[src/rtl/cu_datapath.sv]
// cu_datapath: executes the one-hot control word issued every cycle by the
// microprogrammed control unit. Holds PC, MAR, MBR, IR, ACC, BR and MR, the
// ALU, a multi-cycle unsigned shift-add multiplier and the flag register, and
// drives the main-memory port.
//
// Ports:
//   clk            system clock, rising-edge active
//   rst            asynchronous active-high reset
//   control_signal one-hot-per-function control word
//   mem_rdata      RAM read data for mem_addr (combinational)
//   mem_addr       MAR
//   mem_wdata      MBR
//   mem_we         registered one-cycle write strobe
//   data_from_ir   opcode latched from IR on ir2cu
//   flags          {3'b0, busy_violation, V, C, Z, N}
//   busy           multiplier running
module cu_datapath #(
    parameter int DW         = 16,
    parameter int AW         = 8,
    parameter int MPY_CYCLES = 16
) (
    input  logic          clk,
    input  logic          rst,
    input  logic [31:0]   control_signal,
    input  logic [DW-1:0] mem_rdata,
    output logic [AW-1:0] mem_addr,
    output logic [DW-1:0] mem_wdata,
    output logic          mem_we,
    output logic [AW-1:0] data_from_ir,
    output logic [7:0]    flags,
    output logic          busy
);

    // Bits that are dropped (and flagged) while the multiplier runs:
    // 1-6, 8, 10-16, 20-31.
    localparam logic [31:0] BUSY_MASK = 32'hFFF1_FD7E;
    localparam int          CW_W      = $clog2(MPY_CYCLES + 1);

    typedef enum logic {
        MPY_IDLE,
        MPY_RUN
    } mpy_state_t;

    mpy_state_t      mstate;
    logic [CW_W-1:0] mcnt;
    logic [DW-1:0]   mcand;
    logic [2*DW-1:0] prod;

    logic [AW-1:0]   pc, mar, ir, dfi;
    logic [DW-1:0]   mbr, acc, br, mr;
    logic            flag_n, flag_z, flag_c, flag_v, flag_viol, we;

    logic [31:0]     cw;
    logic [DW:0]     sum, diff, step_add;
    logic [2*DW-1:0] prod_next;
    logic [DW-1:0]   alu_res;
    logic            alu_c, alu_v, alu_valid, mpy_req;
    logic            ctrl_unused;

    assign busy         = (mstate == MPY_RUN);
    assign mem_addr     = mar;
    assign mem_wdata    = mbr;
    assign mem_we       = we;
    assign data_from_ir = dfi;
    assign flags        = {3'b000, flag_viol, flag_v, flag_c, flag_z, flag_n};

    // No-op / CU-internal bits carry no datapath action.
    assign ctrl_unused = ^{cw[0], cw[7], cw[9], cw[14], cw[19:17]};

    always_comb begin
        cw = busy ? (control_signal & ~BUSY_MASK) : control_signal;
    end

    // ALU: lowest-index op bit among 22-31 wins.
    always_comb begin
        sum       = {1'b0, acc} + {1'b0, br};
        diff      = {1'b0, acc} - {1'b0, br};
        alu_res   = '0;
        alu_c     = 1'b0;
        alu_v     = 1'b0;
        alu_valid = 1'b0;
        mpy_req   = 1'b0;
        if (cw[22]) begin
            alu_res   = sum[DW-1:0];
            alu_c     = sum[DW];
            alu_v     = (acc[DW-1] == br[DW-1]) && (sum[DW-1] != acc[DW-1]);
            alu_valid = 1'b1;
        end else if (cw[23]) begin
            alu_res   = diff[DW-1:0];
            alu_c     = diff[DW];
            alu_v     = (acc[DW-1] != br[DW-1]) && (diff[DW-1] != acc[DW-1]);
            alu_valid = 1'b1;
        end else if (cw[24]) begin
            alu_res   = acc & br;
            alu_valid = 1'b1;
        end else if (cw[25]) begin
            alu_res   = acc | br;
            alu_valid = 1'b1;
        end else if (cw[26]) begin
            alu_res   = ~br;
            alu_valid = 1'b1;
        end else if (cw[27]) begin
            alu_res   = {acc[DW-2:0], 1'b0};
            alu_c     = acc[DW-1];
            alu_valid = 1'b1;
        end else if (cw[28]) begin
            alu_res   = {1'b0, acc[DW-1:1]};
            alu_c     = acc[0];
            alu_valid = 1'b1;
        end else if (cw[29]) begin
            mpy_req   = 1'b1;
        end else if (cw[30]) begin
            alu_res   = {acc[DW-2:0], 1'b0};
            alu_c     = acc[DW-1];
            alu_v     = acc[DW-1] ^ acc[DW-2];
            alu_valid = 1'b1;
        end else if (cw[31]) begin
            alu_res   = {acc[DW-1], acc[DW-1:1]};
            alu_c     = acc[0];
            alu_valid = 1'b1;
        end
    end

    // One shift-add step: high half accumulates the multiplicand when the
    // current multiplier bit (prod[0]) is set, then the whole product shifts right.
    always_comb begin
        step_add  = {1'b0, prod[2*DW-1:DW]} + (prod[0] ? {1'b0, mcand} : '0);
        prod_next = {step_add, prod[DW-1:1]};
    end

    always_ff @(posedge clk or posedge rst) begin
        if (rst) begin
            pc        <= '0;
            mar       <= '0;
            mbr       <= '0;
            ir        <= '0;
            dfi       <= '0;
            acc       <= '0;
            br        <= '0;
            mr        <= '0;
            flag_n    <= 1'b0;
            flag_z    <= 1'b0;
            flag_c    <= 1'b0;
            flag_v    <= 1'b0;
            flag_viol <= 1'b0;
            we        <= 1'b0;
            mstate    <= MPY_IDLE;
            mcnt      <= '0;
            mcand     <= '0;
            prod      <= '0;
        end else begin
            we <= cw[12];

            if (busy && (|(control_signal & BUSY_MASK)))
                flag_viol <= 1'b1;

            if (cw[5])       mbr <= mem_rdata;
            else if (cw[16]) mbr <= acc;
            else if (cw[15]) mbr <= mr;
            else if (cw[11]) mbr <= acc;
            else if (cw[1])  mbr <= {{(DW-AW){1'b0}}, pc};

            if (cw[3])       pc <= mbr[AW-1:0];
            else if (cw[20]) pc <= pc + 1'b1;

            if (cw[8])       mar <= mbr[AW-1:0];
            else if (cw[2])  mar <= pc;

            if (cw[4])  ir  <= mbr[DW-1:DW-AW];
            if (cw[6])  br  <= mbr;
            if (cw[13]) dfi <= ir;

            if (cw[21]) begin
                acc    <= '0;
                flag_n <= 1'b0;
                flag_z <= 1'b1;
            end else if (cw[10]) begin
                acc    <= mbr;
                flag_n <= mbr[DW-1];
            end else if (alu_valid) begin
                acc    <= alu_res;
                flag_n <= alu_res[DW-1];
                flag_z <= (alu_res == '0);
                flag_c <= alu_c;
                flag_v <= alu_v;
            end else if (mpy_req && !busy) begin
                mcand  <= acc;
                prod   <= {{DW{1'b0}}, br};
                mcnt   <= CW_W'(MPY_CYCLES);
                mstate <= MPY_RUN;
            end

            // While running, every ACC-writing bit is masked off above, so
            // this is the only ACC/MR writer during a multiply.
            if (mstate == MPY_RUN) begin
                prod <= prod_next;
                mcnt <= mcnt - 1'b1;
                if (mcnt == CW_W'(1)) begin
                    mstate <= MPY_IDLE;
                    mr     <= prod_next[2*DW-1:DW];
                    acc    <= prod_next[DW-1:0];
                    flag_n <= prod_next[DW-1];
                    flag_z <= (prod_next == '0);
                    flag_c <= |prod_next[2*DW-1:DW];
                    flag_v <= |prod_next[2*DW-1:DW];
                end
            end
        end
    end

endmodule
[config.mk]
export PLATFORM = sky130hd
export DESIGN_NAME = cu_datapath
export DESIGN_NICKNAME = d
export VERILOG_FILES = /design/src/rtl/cu_datapath.sv
export SDC_FILE = /design/constraint.sdc
export NUM_CORES = 1
export LEC_CHECK = 0
export ABC_AREA = 1
export ABC_CLOCK_PERIOD_IN_PS = 6600
export BUFFER_PORTS_ARGS = -buffer_cell sky130_fd_sc_hd__buf_2
export CAP_MARGIN = 10
export CELL_PAD_IN_SITES_DETAIL_PLACEMENT = 0
export CELL_PAD_IN_SITES_GLOBAL_PLACEMENT = 2
export CORE_UTILIZATION = 30
export CTS_CLUSTER_DIAMETER = 100
export CTS_CLUSTER_SIZE = 28
export DETAILED_ROUTE_END_ITERATION = 6
export GPL_TIMING_DRIVEN = 0
export PLACE_DENSITY_LB_ADDON = 0.1
export SLEW_MARGIN = 20
export SYNTH_ARGS = -nofsm -noshare
export SYNTH_HDL_FRONTEND = slang
export SYNTH_SLANG_ARGS = --single-unit
[constraint.sdc]
create_clock -name clk -period 6.6 [get_ports clk]
set_input_delay 0.33 -clock clk [delete_from_list [all_inputs] [get_ports clk]]
set_output_delay 0.33 -clock clk [all_outputs]
set_load 0.02 [all_outputs]
# ---- Yosys cells after proc, flatten, opt, wreduce, memory -nomap -nowiden
# Cells that the tools add are included.
dict set report op_classes {
  add_sub_neg 5
  eq_ne 8
  n_mux 99
  n_bitwise 7
  reduce_logical 16
}
# operator n
set ops {}
lappend ops {{$mux 16} 21}
lappend ops {{$mux 32} 6}
lappend ops {{$mux 1} 63}
lappend ops {{$add 16x16->17} 2}
lappend ops {{$logic_not 32->1} 1}
lappend ops {{$mux 8} 4}
lappend ops {{$reduce_or 26->1} 1}
lappend ops {{$mux 5} 5}
lappend ops {{$sub 16x16->17} 1}
lappend ops {{$and 16x16->16} 1}
lappend ops {{$logic_not 16->1} 1}
lappend ops {{$not 16->16} 1}
lappend ops {{$or 16x16->16} 1}
lappend ops {{$reduce_or 16->1} 1}
lappend ops {{$add 8x1->8 const B} 1}
lappend ops {{$reduce_and 4->1} 2}
lappend ops {{$ne 2x2->1 const B} 3}
lappend ops {{$reduce_bool 2->1} 3}
lappend ops {{$eq 5x1->1 const B} 1}
lappend ops {{$reduce_bool 5->1} 1}
lappend ops {{$sub 5x1->5 const B} 1}
lappend ops {{$logic_and 1x1->1} 4}
lappend ops {{$ne 1x1->1} 3}
lappend ops {{$not 1->1} 3}
lappend ops {{other kinds (4)} 4}
dict set report totals {
  regBits 156
  elab_cells 153
}

# ---- Longest topological paths before layout
# Gate-level depths: netlist of the first run.
dict set report logic_depth {
  word_depth 17
  depth_mapped 21
  mapped_depth_nobuf 20
}

# ---- Worst setup path after synthesis of the first run
# OpenSTA, ideal clock, no wires.
dict set report synth_timing {
  kind {reg-to-reg}
  startpoint {register prod[0]}
  endpoint {register flag_c}
  t_arrival_ps 2517
  path_slack_ps 3966
  path_stages_with_launch 19
  period_less_slack_ps 2634
  cell_sequence {dfrtp_1 -> clkbuf_1 -> clkbuf_1 -> nand2_1 -> inv_1 -> ha_1 -> a21oi_1 -> nand2_1 -> nand2_1 -> nand3_1 -> a21boi_2 -> xor2_1 -> nand2_1 -> nor2_1 -> nand3_1 -> nand2_1 -> nand2_1 -> nand2_1 -> nand2_1}
}
dict set report synth_via {
  elab_chain_cells 5
}
# element line_no
set synth_rtl {}
lappend synth_rtl {{from (decl)} 47} ;# logic [2*DW-1:0] prod;
lappend synth_rtl {{from (signal assigned)} 188} ;# prod <= {{DW{1'b0}}, br};
lappend synth_rtl {{from (signal assigned)} 196} ;# prod <= prod_next;
lappend synth_rtl {{$mux 16} 127} ;# step_add = {1'b0, prod[2*DW-1:DW]} + (prod[0] ? {1'b0, mcand} : '0);
lappend synth_rtl {{$add 16x16->17} 127}
lappend synth_rtl {{$reduce_or 16->1} 204} ;# flag_c <= |prod_next[2*DW-1:DW];
lappend synth_rtl {{$mux 1} 198} ;# if (mcnt == CW_W'(1)) begin
lappend synth_rtl {{$mux 1} 195} ;# if (mstate == MPY_RUN) begin
lappend synth_rtl {{to (signal assigned)} 184} ;# flag_c <= alu_c;
lappend synth_rtl {{to (signal assigned)} 204}
lappend synth_rtl {{to (decl)} 51} ;# logic flag_n, flag_z, flag_c, flag_v, flag_viol, we;
# No other way between the ends.
# A chain may end at the register's enable or synchronous reset.

# ---- Worst setup path after layout of the first run
dict set report layout_timing {
  startpoint {register prod[0]}
  endpoint {register flag_v}
}
dict set report layout_via {
  elab_chain_cells 5
}
# element line_no
set layout_rtl {}
lappend layout_rtl {{$mux 16} 127}
lappend layout_rtl {{$add 16x16->17} 127}
lappend layout_rtl {{$reduce_or 16->1} 205} ;# flag_v <= |prod_next[2*DW-1:DW];
lappend layout_rtl {{$mux 1} 198}
lappend layout_rtl {{$mux 1} 195}
lappend layout_rtl {{to (signal assigned)} 185} ;# flag_v <= alu_v;
lappend layout_rtl {{to (signal assigned)} 205}
lappend layout_rtl {{to (decl)} 51}
# No other way between the ends.

==> results of run 1 <==
-- registers in the layout (all words and copies together) (netlist names), 5 cells and up --
signal,flops
pc,8
ir,8
mcnt,5
data_from_ir,8
mr,16
prod,32
mem_addr,8
mem_wdata,16
mcand,16
br,16
acc,16
-- critical path, delay by kind of cell, from the launching register on --
kind | cells | cell delay [ns]
simple gates | 10 | 1.53
buf+inv | 4 | 0.87
compound gates | 1 | 0.22
flops | 1 | 0.32
xor+xnor | 1 | 0.46
fa+ha+maj | 1 | 0.28
-- through the flow --
step                      util [%]  setup WS, ns  TNS (ns)
after floorplan                  -          2.06         0
after CTS                     35.1          2.78         0
final                         35.1          2.81         0
after detailed placement      33.5          2.82         0
after global placement        33.3        -0.325    -47.54
after global routing          35.1          2.34         0
-- layout make-up --
cell class / instances / share of cell area [%]
Buffer: 64 / 2.45
Clock buffer: 19 / 3.45
Clock inverter: 12 / 1.15
Inverter: 209 / 6.16
Multi-Input combinational cell: 1160 / 48.2
Sequential cell: 156 / 30.4
Tap cell: 468 / 4.56
Timing Repair Buffer: 84 / 3.66
-- power by group --
part           total [µW]  leakage, µW  internal, µW  switching, µW
logic                 823      0.00439           251            572
registers            1120      0.00187          1030           89.9
clock network        1020     0.000288           600            419
-- worst max path at each step --
| stage | from | end | slack [ns] |
|---|---|---|---|
| 6_report | prod[0] | flag_v | 2.81 |
| 5_1_grt | prod[0] | flag_v | 2.34 |
| 2_1_floorplan | rst | acc[0] | 2.06 |
| 4_1_cts | prod[0] | flag_v | 2.78 |
| 3_5_place_dp | prod[0] | flag_v | 2.82 |
| 3_3_place_gp | rst | data_from_ir[5] | -0.32 |
-- layout by cell type, fill, tap and decap left out, drive strengths merged, types with 3 or more instances in the layout --
cell	Yosys	layout
nor2	103	103
a31oi	5	5
o21ai	246	246
nand4	17	17
o211ai	23	23
a22oi	14	14
inv	208	208
nand3	84	84
o21bai	7	7
o22ai	13	13
or2	7	7
clkinv	1	8
a21o	3	3
clkbuf	36	55
bufinv	0	3
ha	68	68
nor4	15	15
xnor2	5	5
o221ai	8	8
mux2	8	8
conb	1	3
a21oi	78	78
nor3	11	11
a211oi	3	3
o2111ai	3	3
buf	28	111
dfrtp	156	156
fa	3	3
nand2	409	409
xor2	12	12
a21boi	5	5
-- cell families (layout without fill, tap and decap cells) --
family	Yosys count	count (layout)
compound gates	413	413
mux	8	8
flops	156	156
xor+xnor	17	17
fa+ha+maj	71	71
other cells	1	3
simple gates	648	648
buf+inv	273	388
-- layer usage --
layer / vias to the layer above / wire [µm]
li1: 5458 / -
met1: 5367 / 21900
met2: 212 / 22300
met3: 54 / 1230
met4: 0 / 1360
met5: - / 0
==> metrics.md, run 1 <==
| Metric | Value |
|---|---|
| Outcome | `complete, no violations` |
| Async S/R FF share, synth | `100%` |
| CTS tree | `done` |
| Number of antenna violations at the first check in global routing | `2` |
| FF+latch area | `3900 µm²` |
| Row Count | `70` |
| Vias in the first global route | `11300` |
| Nets | `1813` |
| Post-DR vias/cell | `5.11` |
| Post-CTS Hold Buffers | `1` |
| Vias | `11100` |
| Hold_sp | `control_signal[12]` |
| Die area | `38100 µm²` |
| Met3 usage | `2.76%` |
| CTS buffer count | `17` |
| Setup crit start kind | `register` |
| Max incr delay on CP | `0.46 ns` |
| Die height | `195 µm` |
| Predominant post-synthesis flop cell | `dfrtp_1` |
| Lkg Pwr | `0.00655 µW` |
| FF+latch count, synth | `156` |
| Drt drc | `0` |
| Max VDD drop | `0.000187 V` |
| All-Layer GR Usage | `25.2%` |
| Crit-path slowest cell | `xnor2_1` |
| Layout cells sized above 1 | `10.7%` |
| Fin. Hold Viols | `0` |
| Average wire per standard cell | `21.5 µm` |
| Largest net degree at the start of global routing | `94` |
| Most Crowded Layer GR | `met2` |
| Ranking of synthesized cells by area | `dfrtp_1 (35%), nand2_1 (14%), o21ai_0 (9.6%), ha_1 (7.6%), inv_1 (6.5%)` |
| Grt met1 use | `33.2%` |
| Pwr dens | `230 nW/µm²` |
| Fmax | `264 MHz` |
| Iteration-0 DRC Markers | `642` |
| Final ANT Viol Nets | `0` |
| Starting Density | `30.6%` |
| Final Non-Filler Cells | `2172` |
| CP dominant cell by count | `nand2_1` |
| First-pass GRT wire length | `71200 µm` |
| Slew @ Worst Pin | `0.796 ns` |
| Post-CTS Setup Bufs | `0` |
| Hold WS | `0.105 ns` |
| Die Wd | `195 µm` |
| Top-count cell post-synth | `nand2_1` |
| Area post-placement | `12200 µm²` |
| Area leader, netlist | `dfrtp_1` |
| Final Cycle Share | `57.5%` |
| Core Box Area | `36600 µm²` |
| Max FO, Critical Path | `10` |
| Unrepaired setup endpoints after global routing | `false` |
| Post-synth top area share | `34.9%` |
| Min Clock Period, post-route | `3.79 ns` |
| Cell Chain, Critical Path | `clkbuf_1 > clkbuf_1 > nand2_1 > inv_1 > ha_1 > a21oi_1 > nand2_1 > nand2_1 > nand3_1 > xnor2_1 > nand4_1 > nor2_1 > nand4_1 > nor2_1 > nand4_1 > nand2_1 > inv_1` |
| Sequential fraction of the synthesis area | `34.9%` |
| Clk Latency, worst-skew pair | `0.44 ns` |
| Clock skew | `0.0104 ns` |
| Post-synthesis mux area share | `0.805%` |
| Port buffer count | `81` |
| Post-synthesis cell count | `1587` |
| Worst hold path class | `in2reg` |
| Post-synthesis xor/xnor area fraction | `1.33%` |
| Post-synth EDFFs | `0` |
| Setup violators final | `0` |
| Clock-pin slew on the worst setup and hold paths | `0.07 ns` |
| Syn avg cell area | `7.05 µm²` |
| Worst slew margin | `46.7%` |
| Compound-cell area share of the yosys netlist | `20.5%` |
| Worst R2R Start | `prod[0]` |
| Most frequent cells after synthesis | `nand2_1 (406), o21ai_0 (214), inv_1 (195)` |
| Clock Tree Buf Depth | `2` |
| Inst Count DP | `2140` |
| Cell Area, Synth | `11200 µm²` |
| Hpwl dp | `38000 µm` |
| Filler Cells Inserted | `4038` |
| Maxcap violations | `0` |
| Layout Area Growth over Synthesis | `14.9%` |
| CTS H-tree depth | `4` |
| Post-cts sizing count | `0` |
| Pwr Total | `2960 µW` |
| Gp weighted congestion | `0.870` |
| Worst Hold End | `mem_we` |
| Critical path type | `reg2reg` |
| Simple-gate portion of the synthesized area | `24.4%` |
| Number of diodes | `0` |
| R2r endpoint | `flag_v` |
| Clock Sink Count | `156` |
| DR pass1 iterations | `5` |
| Main combinational cell family by area after synthesis | `simple AND/OR/NAND/NOR gates` |
| Worst R2R Setup Slack | `2.81 ns` |
| Synth cell types | `52` |
| Arrival time at the worst endpoint | `4.12 ns` |
| Crit. End Element | `register` |
| Hold depth | `3` |
| Root Buffer | `clkbuf_16` |
| Grt total ovfl | `0` |
| Worst r2r path cells | `17` |
| Routing usage on met2 | `42.7%` |
| Ports | `92` |
| Fin area | `12800 µm²` |
| Area of the multi-input gates | `6190 µm²` |
| Slew Limit Fails | `0` |
| WL final | `46700 µm` |
| CP required | `6.93 ns` |
| Yosys warnings | `0` |
| Synth Area in Adders | `8.14%` |
(Power assumes the default switching activity.)
==> run 2, diff against run 1 <==
--- a/config.mk
+++ b/config.mk
@@ -6,7 +6,7 @@
 export NUM_CORES = 1
 export LEC_CHECK = 0
 export ABC_AREA = 1
-export ABC_CLOCK_PERIOD_IN_PS = 6600
+export ABC_CLOCK_PERIOD_IN_PS = 3800
 export BUFFER_PORTS_ARGS = -buffer_cell sky130_fd_sc_hd__buf_2
 export CAP_MARGIN = 10
 export CELL_PAD_IN_SITES_DETAIL_PLACEMENT = 0
==> constraint.sdc (replaced) <==
create_clock -name clk -period 3.8 [get_ports clk]
set_input_delay 0.19 -clock clk [delete_from_list [all_inputs] [get_ports clk]]
set_output_delay 0.19 -clock clk [all_outputs]
set_load 0.02 [all_outputs]
==> run 2 against run 1 <==
Effect of this change: hold slack got worse by 0.068 ns; wire length rose by 1.0%; critical path depth rose by 1; critical endpoint is now flag_z; worst setup slack got worse by 2.5 ns.
==> metrics.md, run 2 (synthesized netlist as in run 1, its figures left out) <==
| Metric | Value |
|---|---|
| Outcome | `complete, no violations (unchanged)` |
| CTS H-tree depth | `4 (unchanged)` |
| Reg with most FFs | `prod (unchanged)` |
| Starting Density | `30.6% (unchanged)` |
| Post-DR vias/cell | `5.12 (was 5.11)` |
| Final Worst Setup Slack | `0.300 ns (was 2.81 ns)` |
| Filler Cells Inserted | `4063 (was 4038)` |
| Vias | `11200 (was 11100)` |
| Arrival time at the worst endpoint | `3.86 ns (was 4.12 ns)` |
| Worst slew margin | `42.4% (was 46.7%)` |
| Max FO, Critical Path | `7 (was 10)` |
| CTS buffer count | `17 (unchanged)` |
| Die height | `195 µm (unchanged)` |
| Clock Sink Count | `156 (unchanged)` |
| All-Layer GR Usage | `25.2% (about the same)` |
| Clk Latency, worst-skew pair | `0.43 ns (was 0.44 ns)` |
| Largest net degree at the start of global routing | `32 (was 94)` |
| Root Buffer | `clkbuf_16 (unchanged)` |
| Total Neg Setup Slack | `0 ns (unchanged)` |
| Drt drc | `0 (unchanged)` |
| Layout cells sized above 1 | `11.1% (was 10.7%)` |
| Final ANT Viol Nets | `0 (unchanged)` |
| Slew @ Worst Pin | `0.859 ns (was 0.796 ns)` |
| Commonest non-fill, non-tap cell in the layout | `nand2_1 (unchanged)` |
| Commonest non-fill, non-tap cells in the layout | `nand2_1 (406), o21ai_0 (214), inv_1 (193) (was nand2_1 (406), o21ai_0 (214), inv_1 (194))` |
| Port buffer count | `81 (unchanged)` |
| Hpwl dp | `38400 µm (was 38000 µm)` |
| Pwr dens | `386 nW/µm² (was 230 nW/µm²)` |
| Setup violators final | `0 (unchanged)` |
| Max reg flops | `32 (unchanged)` |
| WL final | `47200 µm (was 46700 µm)` |
| Setup crit start kind | `register (unchanged)` |
| Unrepaired setup endpoints after global routing | `false (unchanged)` |
| Clock-pin slew on the worst setup and hold paths | `0.06 ns (was 0.07 ns)` |
| Crit. End Element | `register (unchanged)` |
| DR pass1 iterations | `5 (unchanged)` |
| Ports | `92 (unchanged)` |
| CTS tree | `done (unchanged)` |
| Die area | `38100 µm² (unchanged)` |
| Final Non-Filler Cells | `2187 (was 2172)` |
| Worst hold path class | `in2reg (unchanged)` |
| Slew Limit Fails | `0 (unchanged)` |
| Place WS | `0.167 ns (was 2.82 ns)` |
| Die Wd | `195 µm (unchanged)` |
| Lkg Pwr | `0.00659 µW (was 0.00655 µW)` |
| Number of antenna violations at the first check in global routing | `3 (was 2)` |
| Maxcap violations | `0 (unchanged)` |
| Row Count | `70 (unchanged)` |
| Fin. Hold Viols | `0 (unchanged)` |
| CP required | `4.16 ns (was 6.93 ns)` |
| Inst Count DP | `2143 (was 2140)` |
| Gp weighted congestion | `0.877 (was 0.870)` |
| Nets | `1827 (was 1813)` |
| Average wire per standard cell | `21.6 µm (was 21.5 µm)` |
| Critical path type | `reg2reg (unchanged)` |
| Grt total ovfl | `0 (unchanged)` |
| Core Box Area | `36600 µm² (unchanged)` |
| Final Cycle Share | `92.1% (was 57.5%)` |
| First-pass GRT wire length | `71100 µm (was 71200 µm)` |
| Clock skew | `0.00862 ns (was 0.0104 ns)` |
| Vias in the first global route | `11300 (about the same)` |
| Clock Tree Buf Depth | `2 (unchanged)` |
| Layout Area Growth over Synthesis | `15.8% (was 14.9%)` |
| Min Clock Period, post-route | `3.50 ns (was 3.79 ns)` |
| Fmax | `286 MHz (was 264 MHz)` |
| Max VDD drop | `0.000326 V (was 0.000187 V)` |
| Iteration-0 DRC Markers | `672 (was 642)` |
==> run 2: changes by cell type in the layout (fill, tap and decap cells not counted), sizes merged <==
cell,before,now
clkinvlp,2,5
bufinv,3,1
buf,111,116
diode,0,1
inv,208,207
dlygate4sd3,1,10
==> run 2: per-stage QoR <==
stage	utilization (%)	total power (µW)	cell area (µm²)	hold WS, ns
2_1_floorplan	-	2820	11200	0.291
3_3_place_gp	33.3	3400	12200	0.412
3_5_place_dp	33.6	3410	12300	0.317
4_1_cts	35.3	5040	12900	0.0197
5_1_grt	35.4	5290	13000	0.0480
6_report	35.4	5010	13000	0.0361
==> run 2: final timing paths <==
path	start	endpoint	cells past startpoint	slack, ns
worst max register to register	acc[1]	flag_z	18	0.30
worst max-delay path	acc[1]	flag_z	18	0.30
worst min-delay path	mem_rdata[1]	mem_wdata[1]	3	0.04
max in group asynchronous	rst	data_from_ir[2]	6	2.40
worst min register to register	mcnt[3]	mcnt[3]	1	0.48
min in group asynchronous	rst	prod[23]	3	0.41
==> run 2: critical path, cell delays in order (launching register included) <==
cell     delay (ns)
dfrtp_1        0.68
inv_1          0.28
ha_1           0.39
nor2_1         0.07
nand2_1        0.08
nand2_1        0.09
nand2_1        0.07
nand2_1        0.11
a21oi_1        0.46
inv_1          0.13
nand2_1        0.11
nand3_1        0.07
nand3_1        0.12
nand2_1        0.07
nand2_1        0.06
nand2_1        0.11
nor2_1         0.20
nand3_1        0.16
a21oi_1        0.14
==> run 2: cell type report <==
class	count	area (µm²)	area share (%)
Multi-Input combinational cell	1160	6190	47.8
Sequential cell	156	3910	30.1
Inverter	209	792	6.11
Timing Repair Buffer	98	628	4.85
Tap cell	468	586	4.52
Clock buffer	19	433	3.34
Buffer	64	317	2.44
Clock inverter	12	100	0.773
Antenna cell	1	2.50	0.0193
==> run 2: report_power, final <==
group,leakage (µW),internal (µW),switching [µW]
Clock,0.000259,892,724
Combinational,0.00446,449,1000
Sequential,0.00187,1780,156
==> run 2: repair_timing <==
| action | CTS | global route |
|---|---|---|
| hold buffers | 10 | 0 |
| endpoints found under the setup margin | 0 | 3 |
| resized for setup | 0 | 4 |
| buffers inserted | 0 | 2 |
| hold endpoints to repair | 32 | 0 |
==> run 2: per-layer routing <==
layer | vias to the layer above | GRT usage [%] | part of all wire (%)
li1 | 5501 | - | -
met1 | 5411 | 33.0 | 46
met2 | 234 | 43.4 | 48
met3 | 57 | 3.25 | 3.4
met4 | 2 | 7.00 | 2.2
met5 | - | 0 | 0.036
==> run 3, diff against run 2 <==
--- a/config.mk
+++ b/config.mk
@@ -9,8 +9,9 @@
 export ABC_CLOCK_PERIOD_IN_PS = 3800
 export BUFFER_PORTS_ARGS = -buffer_cell sky130_fd_sc_hd__buf_2
 export CAP_MARGIN = 10
-export CELL_PAD_IN_SITES_DETAIL_PLACEMENT = 0
-export CELL_PAD_IN_SITES_GLOBAL_PLACEMENT = 2
+export CELL_PAD_IN_SITES_DETAIL_PLACEMENT = 1
+export CELL_PAD_IN_SITES_GLOBAL_PLACEMENT = 1
+export CORE_ASPECT_RATIO = 0.5
 export CORE_UTILIZATION = 30
 export CTS_CLUSTER_DIAMETER = 100
 export CTS_CLUSTER_SIZE = 28
==> run 3 against run 2 <==
Effect of this change: sequential share of layout area decreased by 0.15 points; clock skew increased by 0.0024 ns; clock-buffer cell count decreased by 1; sequential cell count unchanged; critical path depth decreased by 2; worst setup slack got worse by 0.10 ns; critical endpoint is now flag_n.
==> metrics.md, run 3 (synthesized netlist as in run 1, its figures left out) <==
| Metric | Value |
|---|---|
| Worst R2R Start | `acc[1] (unchanged)` |
| Layout cells sized above 1 | `11.2% (was 11.1%)` |
| Post-DR vias/cell | `5.28 (was 5.12)` |
| Clock-pin slew on the worst setup and hold paths | `0.07 ns (was 0.06 ns)` |
| All-Layer GR Usage | `26.5% (was 25.2%)` |
| Crit. End Element | `register (unchanged)` |
| Final Util | `35.9% (was 35.4%)` |
| CTS tree | `done (unchanged)` |
| WL final | `49900 µm (was 47200 µm)` |
| Unrepaired setup endpoints after global routing | `false (unchanged)` |
| Slew @ Worst Pin | `0.925 ns (was 0.859 ns)` |
| CTS buffer count | `17 (unchanged)` |
| Commonest non-fill, non-tap cells in the layout | `nand2_1 (406), o21ai_0 (214), inv_1 (194) (was nand2_1 (406), o21ai_0 (214), inv_1 (193))` |
| Max reg flops | `32 (unchanged)` |
| Start point of the critical path | `acc[1] (unchanged)` |
| Commonest non-fill, non-tap cell in the layout | `nand2_1 (unchanged)` |
| Root Buffer | `clkbuf_16 (unchanged)` |
| CTS H-tree depth | `4 (unchanged)` |
| Vias in the first global route | `12000 (was 11300)` |
| Clock skew | `0.0110 ns (was 0.00862 ns)` |
| Ports | `92 (unchanged)` |
| Nets | `1821 (was 1827)` |
| Clock Tree Buf Depth | `2 (unchanged)` |
| Die Wd | `275 µm (was 195 µm)` |
| First-pass GRT wire length | `75000 µm (was 71100 µm)` |
| Number of antenna violations at the first check in global routing | `4 (was 3)` |
| Final Cycle Share | `94.8% (was 92.1%)` |
| Maxcap violations | `0 (unchanged)` |
| Iteration-0 DRC Markers | `887 (was 672)` |
| Core Box Area | `36300 µm² (was 36600 µm²)` |
| Critical path type | `reg2reg (unchanged)` |
| Final Worst Setup Slack | `0.197 ns (was 0.300 ns)` |
| Row Count | `49 (was 70)` |
| Starting Density | `30.8% (was 30.6%)` |
| Setup crit start kind | `register (unchanged)` |
| CP required | `4.12 ns (was 4.16 ns)` |
| Worst hold path class | `in2reg (unchanged)` |
| Gp weighted congestion | `0.920 (was 0.877)` |
| Min Clock Period, post-route | `3.60 ns (was 3.50 ns)` |
| Total Neg Setup Slack | `0 ns (unchanged)` |
| Die area | `38100 µm² (about the same)` |
| Outcome | `complete, no violations (unchanged)` |
| Max VDD drop | `0.000271 V (was 0.000326 V)` |
| Vias | `11600 (was 11200)` |
| Pwr dens | `402 nW/µm² (was 386 nW/µm²)` |
| Slew Limit Fails | `0 (unchanged)` |
| Setup violators final | `0 (unchanged)` |
| Layout Area Growth over Synthesis | `16.4% (was 15.8%)` |
| Die height | `139 µm (was 195 µm)` |
| Worst slew margin | `38.0% (was 42.4%)` |
| Hold_sp | `mem_rdata[15] (was mem_rdata[1])` |
| Clk Latency, worst-skew pair | `0.44 ns (was 0.43 ns)` |
| Pwr Total | `5240 µW (was 5010 µW)` |
| Fmax | `278 MHz (was 286 MHz)` |
| Hpwl dp | `40100 µm (was 38400 µm)` |
| Grt total ovfl | `0 (unchanged)` |
| Largest net degree at the start of global routing | `33 (was 32)` |
| Arrival time at the worst endpoint | `3.92 ns (was 3.86 ns)` |
| Drt drc | `0 (unchanged)` |
| Fin. Hold Viols | `0 (unchanged)` |
| Clock Sink Count | `156 (unchanged)` |
| Max FO, Critical Path | `7 (unchanged)` |
| Reg with most FFs | `prod (unchanged)` |
| DR pass1 iterations | `5 (unchanged)` |
| Place WS | `0.0986 ns (was 0.167 ns)` |
| Lkg Pwr | `0.00661 µW (was 0.00659 µW)` |
| Port buffer count | `81 (unchanged)` |
| Average wire per standard cell | `22.7 µm (was 21.6 µm)` |
| Final ANT Viol Nets | `0 (unchanged)` |
run 3: final timing paths:
check | to | depth (start not counted) | slack [ns]
min in group asynchronous | mem_addr[1] | 3 | 0.42
worst min-delay path | mem_wdata[15] | 3 | 0.03
worst max register to register | flag_n | 16 | 0.20
max in group asynchronous | br[6] | 6 | 2.39
worst min register to register | mr[14] | 2 | 0.49
worst max-delay path | flag_n | 16 | 0.20
run 3: repair_timing:
item	CTS	global route
hold buffers	7	0
endpoints found under the hold margin	33	0
resized for setup	0	5
setup endpoints to repair	0	3
buffers inserted	0	0
run 3: cell type report:
cell class	count	area, µm²
Antenna cell	3	7.51
Multi-Input combinational cell	1160	6210
Sequential cell	156	3910
Buffer	63	313
Clock inverter	14	170
Inverter	209	788
Fill cell	4560	23300
Clock buffer	18	439
Timing Repair Buffer	93	583
Tap cell	484	606
run 3: critical path: stages, from the launching register on:
cell and delay (ns):
dfrtp_1 0.73, inv_1 0.34, ha_1 0.41, nor2_1 0.09
nand2_1 0.09, nand2_1 0.10, nand2_1 0.08, nand2_1 0.08
a21oi_1 0.44, o21ai_1 0.24, or2_0 0.25, nand4_1 0.08
nand2_1 0.10, nor2_1 0.19, o21ai_0 0.11, nand2_1 0.09
nand2_1 0.05
run 3: report_power, final:
group / total (µW) / internal, µW / switching, µW
clock network: 1820 / 1010 / 802
registers: 1960 / 1780 / 182
logic: 1460 / 443 / 1020
total: 5240 / 3240 / 2000
run 3: metrics by stage:
stage                     hold slack, ns  instance area (µm²)  instances
after floorplan                    0.291                11200       1589
after global placement             0.418                12200       2154
after detailed placement           0.345                12300       2159
after CTS                         0.0269                13000       2198
after global routing              0.0366                13000       2197
final                             0.0291                13000       2200
run 3: routing by layer:
metal | share of wire [%] | GRT usage [%]
met3 | 4.0 | 3.91
met4 | 2.3 | 7.15
met2 | 45 | 41.8
met5 | 0.026 | 0
met1 | 49 | 37.6
